**src/rtl/counter_defs.vh**
```
`ifndef COUNTER_DEFS_VH
`define COUNTER_DEFS_VH
// Shared direction and overflow-mode encodings for the counter family.
localparam logic DIR_UP    = 1'b1;
localparam logic DIR_DOWN  = 1'b0;
localparam int   MODE_WRAP = 0;
localparam int   MODE_SAT  = 1;
`endif

```
**src/rtl/updn_counter_pkg.sv**
```systemverilog
// Package exposing the shared counter encodings to every file of the block.
// No logic; constants only.
package updn_counter_pkg;
  `include "counter_defs.vh"
endpackage

```
**src/rtl/updn_counter_if.sv**
```systemverilog
// Control and status bundle for updn_counter; master drives controls, slave is the counter.
// Purely structural, no latency and no backpressure.
interface updn_counter_if #(
  parameter int DATAWIDTH = 8
);
  logic                 en;
  logic                 load;
  logic [DATAWIDTH-1:0] ld_val;
  logic                 dir;
  logic [DATAWIDTH-1:0] step;
  logic [DATAWIDTH-1:0] q;
  logic                 zero;
  logic                 tc;
  logic                 ovf;
  logic                 ovf_sticky;

  modport master (
    output en, load, ld_val, dir, step,
    input  q, zero, tc, ovf, ovf_sticky
  );

  modport slave (
    input  en, load, ld_val, dir, step,
    output q, zero, tc, ovf, ovf_sticky
  );
endinterface

```
**src/rtl/step_addsub.sv**
```systemverilog
// Combinational add/subtract one bit wider than the operands; r[DATAWIDTH] is carry or borrow.
// Zero latency, no backpressure.
module step_addsub
  import updn_counter_pkg::*;
#(
  parameter int DATAWIDTH = 8
) (
  input  logic [DATAWIDTH-1:0] a,
  input  logic [DATAWIDTH-1:0] b,
  input  logic                 dir,
  output logic [DATAWIDTH:0]   r
);
  always_comb begin
    if (dir == DIR_UP) r = {1'b0, a} + {1'b0, b};
    else               r = {1'b0, a} - {1'b0, b};
  end
endmodule

```
**src/rtl/updn_counter.sv**
```systemverilog
// Loadable up/down counter with programmable step, wrap or saturate at the limits, overflow flags.
// q/ovf/ovf_sticky update one clk edge after sampling; zero/tc are combinational; no backpressure.
module updn_counter
  import updn_counter_pkg::*;
#(
  parameter int DATAWIDTH = 8,
  parameter int SATURATE  = MODE_WRAP
) (
  input  logic          clk,
  input  logic          rst_n,
  updn_counter_if.slave bus
);
  logic [DATAWIDTH-1:0] q_r, q_nxt;
  logic                 ovf_r, ovf_nxt;
  logic                 sticky_r, sticky_nxt;
  logic [DATAWIDTH:0]   sum;
  logic                 crossed;

  step_addsub #(.DATAWIDTH(DATAWIDTH)) u_addsub (
    .a   (q_r),
    .b   (bus.step),
    .dir (bus.dir),
    .r   (sum)
  );

  // Carry-out on the way up and borrow on the way down both land in the extra bit.
  assign crossed = sum[DATAWIDTH];

  always_comb begin
    q_nxt      = q_r;
    ovf_nxt    = 1'b0;
    sticky_nxt = sticky_r;
    if (bus.load) begin
      q_nxt      = bus.ld_val;
      sticky_nxt = 1'b0;
    end else if (bus.en) begin
      q_nxt = sum[DATAWIDTH-1:0];
      if (crossed) begin
        ovf_nxt    = 1'b1;
        sticky_nxt = 1'b1;
        if (SATURATE == MODE_SAT) begin
          q_nxt = (bus.dir == DIR_UP) ? {DATAWIDTH{1'b1}} : {DATAWIDTH{1'b0}};
        end
      end
    end
  end

  always_ff @(posedge clk or negedge rst_n) begin
    if (!rst_n) begin
      q_r      <= '0;
      ovf_r    <= 1'b0;
      sticky_r <= 1'b0;
    end else begin
      q_r      <= q_nxt;
      ovf_r    <= ovf_nxt;
      sticky_r <= sticky_nxt;
    end
  end

  assign bus.q          = q_r;
  assign bus.ovf        = ovf_r;
  assign bus.ovf_sticky = sticky_r;
  assign bus.zero       = (q_r == '0);
  assign bus.tc         = (bus.dir == DIR_DOWN) ? (q_r == '0) : (q_r == {DATAWIDTH{1'b1}});
endmodule

```
**src/flat_wrapper.sv**
```systemverilog
// flat-port wrapper written by rule: the top's interface ports become plain ports
module updn_counter_flat import updn_counter_pkg::*;
#(
  parameter int DATAWIDTH = 8,
  parameter int SATURATE  = MODE_WRAP
)
  (clk, rst_n, bus_en, bus_load, bus_ld_val, bus_dir, bus_step, bus_q, bus_zero, bus_tc, bus_ovf, bus_ovf_sticky);
  updn_counter_if #(.DATAWIDTH(DATAWIDTH)) bus_i ();
  input  logic clk;
  input  logic rst_n;
  input wire logic [$bits(bus_i.en)-1:0] bus_en;
  input wire logic [$bits(bus_i.load)-1:0] bus_load;
  input wire logic [$bits(bus_i.ld_val)-1:0] bus_ld_val;
  input wire logic [$bits(bus_i.dir)-1:0] bus_dir;
  input wire logic [$bits(bus_i.step)-1:0] bus_step;
  output wire logic [$bits(bus_i.q)-1:0] bus_q;
  output wire logic [$bits(bus_i.zero)-1:0] bus_zero;
  output wire logic [$bits(bus_i.tc)-1:0] bus_tc;
  output wire logic [$bits(bus_i.ovf)-1:0] bus_ovf;
  output wire logic [$bits(bus_i.ovf_sticky)-1:0] bus_ovf_sticky;
  assign bus_i.en = bus_en;
  assign bus_i.load = bus_load;
  assign bus_i.ld_val = bus_ld_val;
  assign bus_i.dir = bus_dir;
  assign bus_i.step = bus_step;
  assign bus_q = bus_i.q;
  assign bus_zero = bus_i.zero;
  assign bus_tc = bus_i.tc;
  assign bus_ovf = bus_i.ovf;
  assign bus_ovf_sticky = bus_i.ovf_sticky;
  updn_counter #(.DATAWIDTH(DATAWIDTH), .SATURATE(SATURATE)) u_core (.clk(clk), .rst_n(rst_n), .bus(bus_i));
endmodule
```
**config.mk**
```make
export PLATFORM = sky130hd
export DESIGN_NAME = updn_counter_flat
export DESIGN_NICKNAME = d
export VERILOG_FILES = /design/src/rtl/updn_counter_pkg.sv /design/src/rtl/updn_counter_if.sv /design/src/rtl/step_addsub.sv /design/src/rtl/updn_counter.sv /design/src/flat_wrapper.sv
export VERILOG_INCLUDE_DIRS = /design/src /design/src/rtl
export SDC_FILE = /design/constraint.sdc
export NUM_CORES = 1
export LEC_CHECK = 0
export ABC_AREA = 1
export ABC_CLOCK_PERIOD_IN_PS = 1800
export CAP_MARGIN = 20
export CORE_UTILIZATION = 46
export CTS_CLUSTER_DIAMETER = 60
export DETAILED_ROUTE_END_ITERATION = 10
export DONT_BUFFER_PORTS = 1
export PLACE_DENSITY = 0.66
export SYNTH_ARGS = -nofsm -noshare
export SYNTH_HDL_FRONTEND = slang
export SYNTH_HIERARCHICAL = 1
export SYNTH_SLANG_ARGS = --single-unit
```
**constraint.sdc**
```tcl
create_clock -name clk -period 1.8 [get_ports clk]
set_input_delay 0.09 -clock clk [delete_from_list [all_inputs] [get_ports clk]]
set_output_delay 0.09 -clock clk [all_outputs]
set_load 0.02 [all_outputs]
```
* Word level (Yosys, flattened, before mapping)
Cells that the tools add are included.
** Word-level totals
- Logic and storage cells :: 20
- Output and inout bits :: 12
- Flip-flop bits (word level) :: 10
** Cells by class
- Equal/unequal tests :: 1
- Reduce and logical (&&, ||, !) cells :: 4
- Mux-type cells :: 10
- Add/subtract/negate cells :: 2
** Operators by type and width (number)
- 8-bit 2-to-1 mux :: 2
- 8-bit by 8-bit adder with 9-bit output :: 1
- 9-bit 2-to-1 mux :: 1
- 8-bit by 8-bit subtractor with 9-bit output :: 1
- 8-bit == test (second input constant) :: 1
- 8-bit zero test :: 1
- 1-bit 2-to-1 mux :: 7
- 2-bit nonzero test :: 2
- 2-bit AND reduction :: 1

* Logic depth before layout (Yosys ltp)
- Depth after elaboration :: 5
- Depth in mapped cells :: 15
- Gate-level depth less buffers :: 15

* Cells and area by module
The synthesis kept the hierarchy.
** Modules (own cells, without submodules)
- step_addsub :: area each 600.6 µm², cells an instance 108, instances 1
- updn_counter :: area each 516.7 µm², cells an instance 68, instances 1

* Least setup slack after synthesis
OpenSTA, ideal clock, no wires.
- Kind :: register to register
- Start :: register u_core.q_r[0], in the netlist u_core/bus.q[0]
- End :: register u_core.sticky_r, in the netlist u_core/bus.ovf_sticky
- Path slack :: 51 ps
- Cell stages (with the launch flop) :: 12
- Arrival :: 1624 ps
- Path buffers :: 0
- Period minus slack after synthesis :: 1749 ps
- Data required time :: 1675 ps
- Cells stage by stage :: dfrtp_1 > ha_1 > inv_1 > fa_1 > inv_1 > nand2_1 > nand2_2 > nand3_2 > nand3_1 > nand2_1 > inv_1 > o22ai_2
** On the way
- Cells in the longest elaborated chain, start to end :: 4
- Elaborated cells between the ends (all ways) :: 5
** RTL lines
- start, declared :: line updn_counter.sv:13 : logic [DATAWIDTH-1:0] q_r, q_nxt;
- start signal, assigned :: line updn_counter.sv:54 : q_r <= q_nxt;
- 8-bit by 8-bit subtractor with 9-bit output or 8-bit by 8-bit adder with 9-bit output (tied branches) :: line step_addsub.sv:15, step_addsub.sv:14
- 9-bit 2-to-1 mux * :: line step_addsub.sv:14 : if (dir == DIR_UP) r = {1'b0, a} + {1'b0, b};
- net u_core.sum[8] :: line updn_counter.sv:16 : logic [DATAWIDTH:0] sum;
- 2-bit nonzero test (no line) *
- 2-bit AND reduction (no line) *
- end signal, assigned :: line updn_counter.sv:56 : sticky_r <= sticky_nxt;
- end, declared :: line updn_counter.sv:15 : logic sticky_r, sticky_nxt;
Mark *: on every way through the listed nets, which the timed path passes. The rest lies on a longest branch.
A chain may end at the register's enable or synchronous reset.

* Final worst setup path
- Start :: register u_core.q_r[0], in the netlist u_core/bus.q[0]
- End :: register u_core.q_r[6], in the netlist u_core/bus.q[6]
** On the way
- Cells in the longest elaborated chain, start to end :: 4
- Elaborated cells between the ends (all ways) :: 5
** RTL lines
- 8-bit by 8-bit subtractor with 9-bit output or 8-bit by 8-bit adder with 9-bit output (tied branches) :: line step_addsub.sv:15, step_addsub.sv:14
- 9-bit 2-to-1 mux * :: line step_addsub.sv:14
- net u_core.sum[6] :: line updn_counter.sv:16
- 8-bit 2-to-1 mux * :: line updn_counter.sv:36 : end else if (bus.en) begin
- 8-bit 2-to-1 mux * :: line updn_counter.sv:33 : if (bus.load) begin
Mark *: on every way through the listed nets, which the timed path passes. The rest lies on a longest branch. The select of a mux whose other input is x is not followed.

==> results.md <==
- Final Hold Fails: 0
- GRT overflow: 0
- Later-pin clock latency in the skew report: 0.26 ns
- Post-Route WL: 2678 um
- CP Data Arrival Time: 1.79 ns
- Top cells by area, synth: dfrtp_1 (22%), nand2_1 (22%), ha_1 (10%), inv_1 (8.4%), nand3_1 (7.2%)
- Setup CP Type: flop to flop
- Setup TNS: 0 ns
- Critical Path RT: 1.95 ns
- Worst Hold Depth: 3
- Final Net Count: 234
- DRC: 0
- Worst hold slack: 0.05859 ns
- H-tree depth: 1
- Die Y-Extent: 51.29 um
- CTS Buffer Depth: 2
- Clk sinks: 10
- FF-to-FF path depth: 11
- Final Wtd Congestion: 0.8653
- Area taken by multi-input logic gates: 760.7 um^2
- Die area: 2630 um^2
- Synth Net Count: 207
- Setup crit start kind: flop
- Antenna diode count: 0
- Flop-to-flop setup slack: 0.16 ns
- Post-DR wirelength/cell: 11.69 um
- First drt pass iteration count: 4
- Post-synth EDFFs: 0
- Initial Util: 0.4956
- Register area: 250.2 um^2
- Fillers: 216
- Worst-path clk slew: 0.06 ns
- Max-cap violations: 0
- #FFs+latches synth: 10
- HPWL after DPL: 2150 um
- Antenna-violating nets left: 0
- Final Slew Violations: 0
- RSZ-0062 raised after global routing: false
- Inst Count DP: 216
- Post-synth ARST share: 1.000
- I/O Pins: 33
- Core Area: 2255 um^2
- DR vias/cell: 4.948
- Status: finished, final reports clean
- Commonest cells post-synth: nand2_1 (66), inv_1 (25), nand3_1 (16), nor2_1 (14), dfrtp_1 (10)
- Via count of the routed design: 1133
- Worst Tran Pin Value: 0.5249 ns
- Layout cells sized above 1: 0.1692
- Design Area, Final: 1368 um^2
- First-pass GRT wire length: 4491 um
- Largest net degree at the start of global routing: 11
- Die Wd: 51.29 um
- Reg-to-reg critical path startpoint: u_core/bus.q[0]$_DFFE_PN0P_
- Worst Hold Class: input port to flop
- Worst hold start: bus_en
- Sequential fraction of the synthesis area: 0.2240
- Clk root buf: clkbuf_4
- Power consumption: 1.095 mW
- Ys flop type: dfrtp_1
- Rel. slew slack: 0.6489
- Post-synthesis cell count: 176
- Final min period: 1.641 ns
- Post-CTS setup buffers: 0
- Synth warnings: 6
- VDD IR max: 0.6592 mV
- Dominant cell type by area after synthesis: dfrtp_1
- Area grow syn2layout: 22.40%
- Initial antenna violation count: 0
- Most instantiated library cell after synthesis: nand2_1
- TritonCTS buffer count: 3
- GRT Total Usage: 0.2290
- Critical Path End Type: flop
- Share of the synthesized area in the top cell type: 0.2240
- FP Rows: 17
- Netlist cell types: 23
- Pleak: 0.7567 nW
- Input/output buffers: 0
- Syn Area/Cell: 6.348 um^2
- Placed Area: 1239 um^2
- TritonCTS clock tree: built
- Clock skew: 0.001550 ns
- Final cell count without fillers: 229
- Final worst path period share: 0.9115
- Power per Cell Area: 800.9 nW/um^2
- Drt initial violations: 26
- Hold path endpoint: u_core/bus.q[5]$_DFFE_PN0P_
- Endpoints failing setup: 0
- Fmax: 609.5 MHz
- Mapped Area: 1117 um^2
- Reg-to-Reg End: u_core/bus.q[6]$_DFFE_PN0P_
- Number of global-route vias before repair: 1037
- Crit-path max FO: 3
[critical path, cell delays in order (launching register included)]
cell and delay (ns):
dfrtp_1 0.36, ha_1 0.18, inv_1 0.06, fa_2 0.34
inv_1 0.06, nand2_1 0.06, nand2_2 0.09, nand3b_1 0.12
nand3_1 0.10, nand2_1 0.06, nand2_1 0.06, nand3_1 0.06
[cells in the final DEF (no fill, tap or decap), types with 4 or more instances in the layout]
master / netlist / layout
buf_4: 0 / 13
dfrtp_1: 10 / 10
dlygate4sd3_1: 0 / 10
ha_1: 9 / 9
inv_1: 25 / 25
nand2_1: 66 / 66
nand2_2: 6 / 6
nand3_1: 16 / 16
nor2_1: 14 / 14
xnor2_1: 4 / 4
xor2_1: 4 / 4
[sequential cells by signal (all words and copies together) (netlist names)]
name and flops:
u_core/bus.ovf_sticky 1, u_core/bus.q 8, u_core/bus.ovf 1
[report_power, final]
part           switching [mW]  internal (mW)
combinational           0.385          0.263
sequential             0.0374          0.263
clock                  0.0698         0.0769
total                   0.492          0.603
[how the worst max path moves through the flow]
| stage | startpoint | cells after the start | to |
|---|---|---|---|
| 2_1_floorplan | u_core/bus.q[0]$_DFFE_PN0P_ | 11 | u_core/bus.ovf_sticky$_DFFE_PN0P_ |
| 3_3_place_gp | bus_step[0] | 14 | u_core/bus.q[6]$_DFFE_PN0P_ |
| 3_5_place_dp | bus_step[0] | 14 | u_core/bus.q[6]$_DFFE_PN0P_ |
| 4_1_cts | u_core/bus.q[0]$_DFFE_PN0P_ | 11 | u_core/bus.q[6]$_DFFE_PN0P_ |
| 5_1_grt | bus_step[0] | 15 | u_core/bus.q[7]$_DFFE_PN0P_ |
| 6_report | u_core/bus.q[0]$_DFFE_PN0P_ | 11 | u_core/bus.q[6]$_DFFE_PN0P_ |
[logic make-up after synthesis]
family / after synthesis / share of synthesized area
flops: 10 / 0.2240
buf+inv: 28 / 0.1008
xor+xnor: 8 / 0.06270
simple gates: 110 / 0.4356
fa+ha+maj: 10 / 0.1187
compound gates: 10 / 0.05823
[routing by layer]
| metal | up-vias | GRT usage | wire length [um] |
|---|---|---|---|
| li1 | 599 | - | - |
| met1 | 498 | 0.2849 | 1185 |
| met2 | 34 | 0.4101 | 1333 |
| met3 | 2 | 0.04464 | 150 |
| met4 | 0 | 0.04054 | 8 |
| met5 | - | 0 | 0 |
[layout make-up]
class	instances	share of cell area
clock buffer	3	0.01647
inverter	27	0.07411
multi-input combinational	138	0.5563
tap	28	0.02562
sequential	10	0.1830
timing repair buffer	23	0.1446
[timing repair]
action	in CTS	in global routing
endpoints found under the setup margin	0	2
hold buffers	10	0
gates resized for setup	0	3
hold endpoints to repair	20	0
[per-stage QoR]
stage,setup WS (ns),util
finish,0.1594,0.6065
global route,0.02283,0.6065
CTS,0.1126,0.6038
detailed placement,-0.1321,0.5494
global placement,-0.09458,0.5494
floorplan,0.05104,-
(Power assumes the default switching activity.)
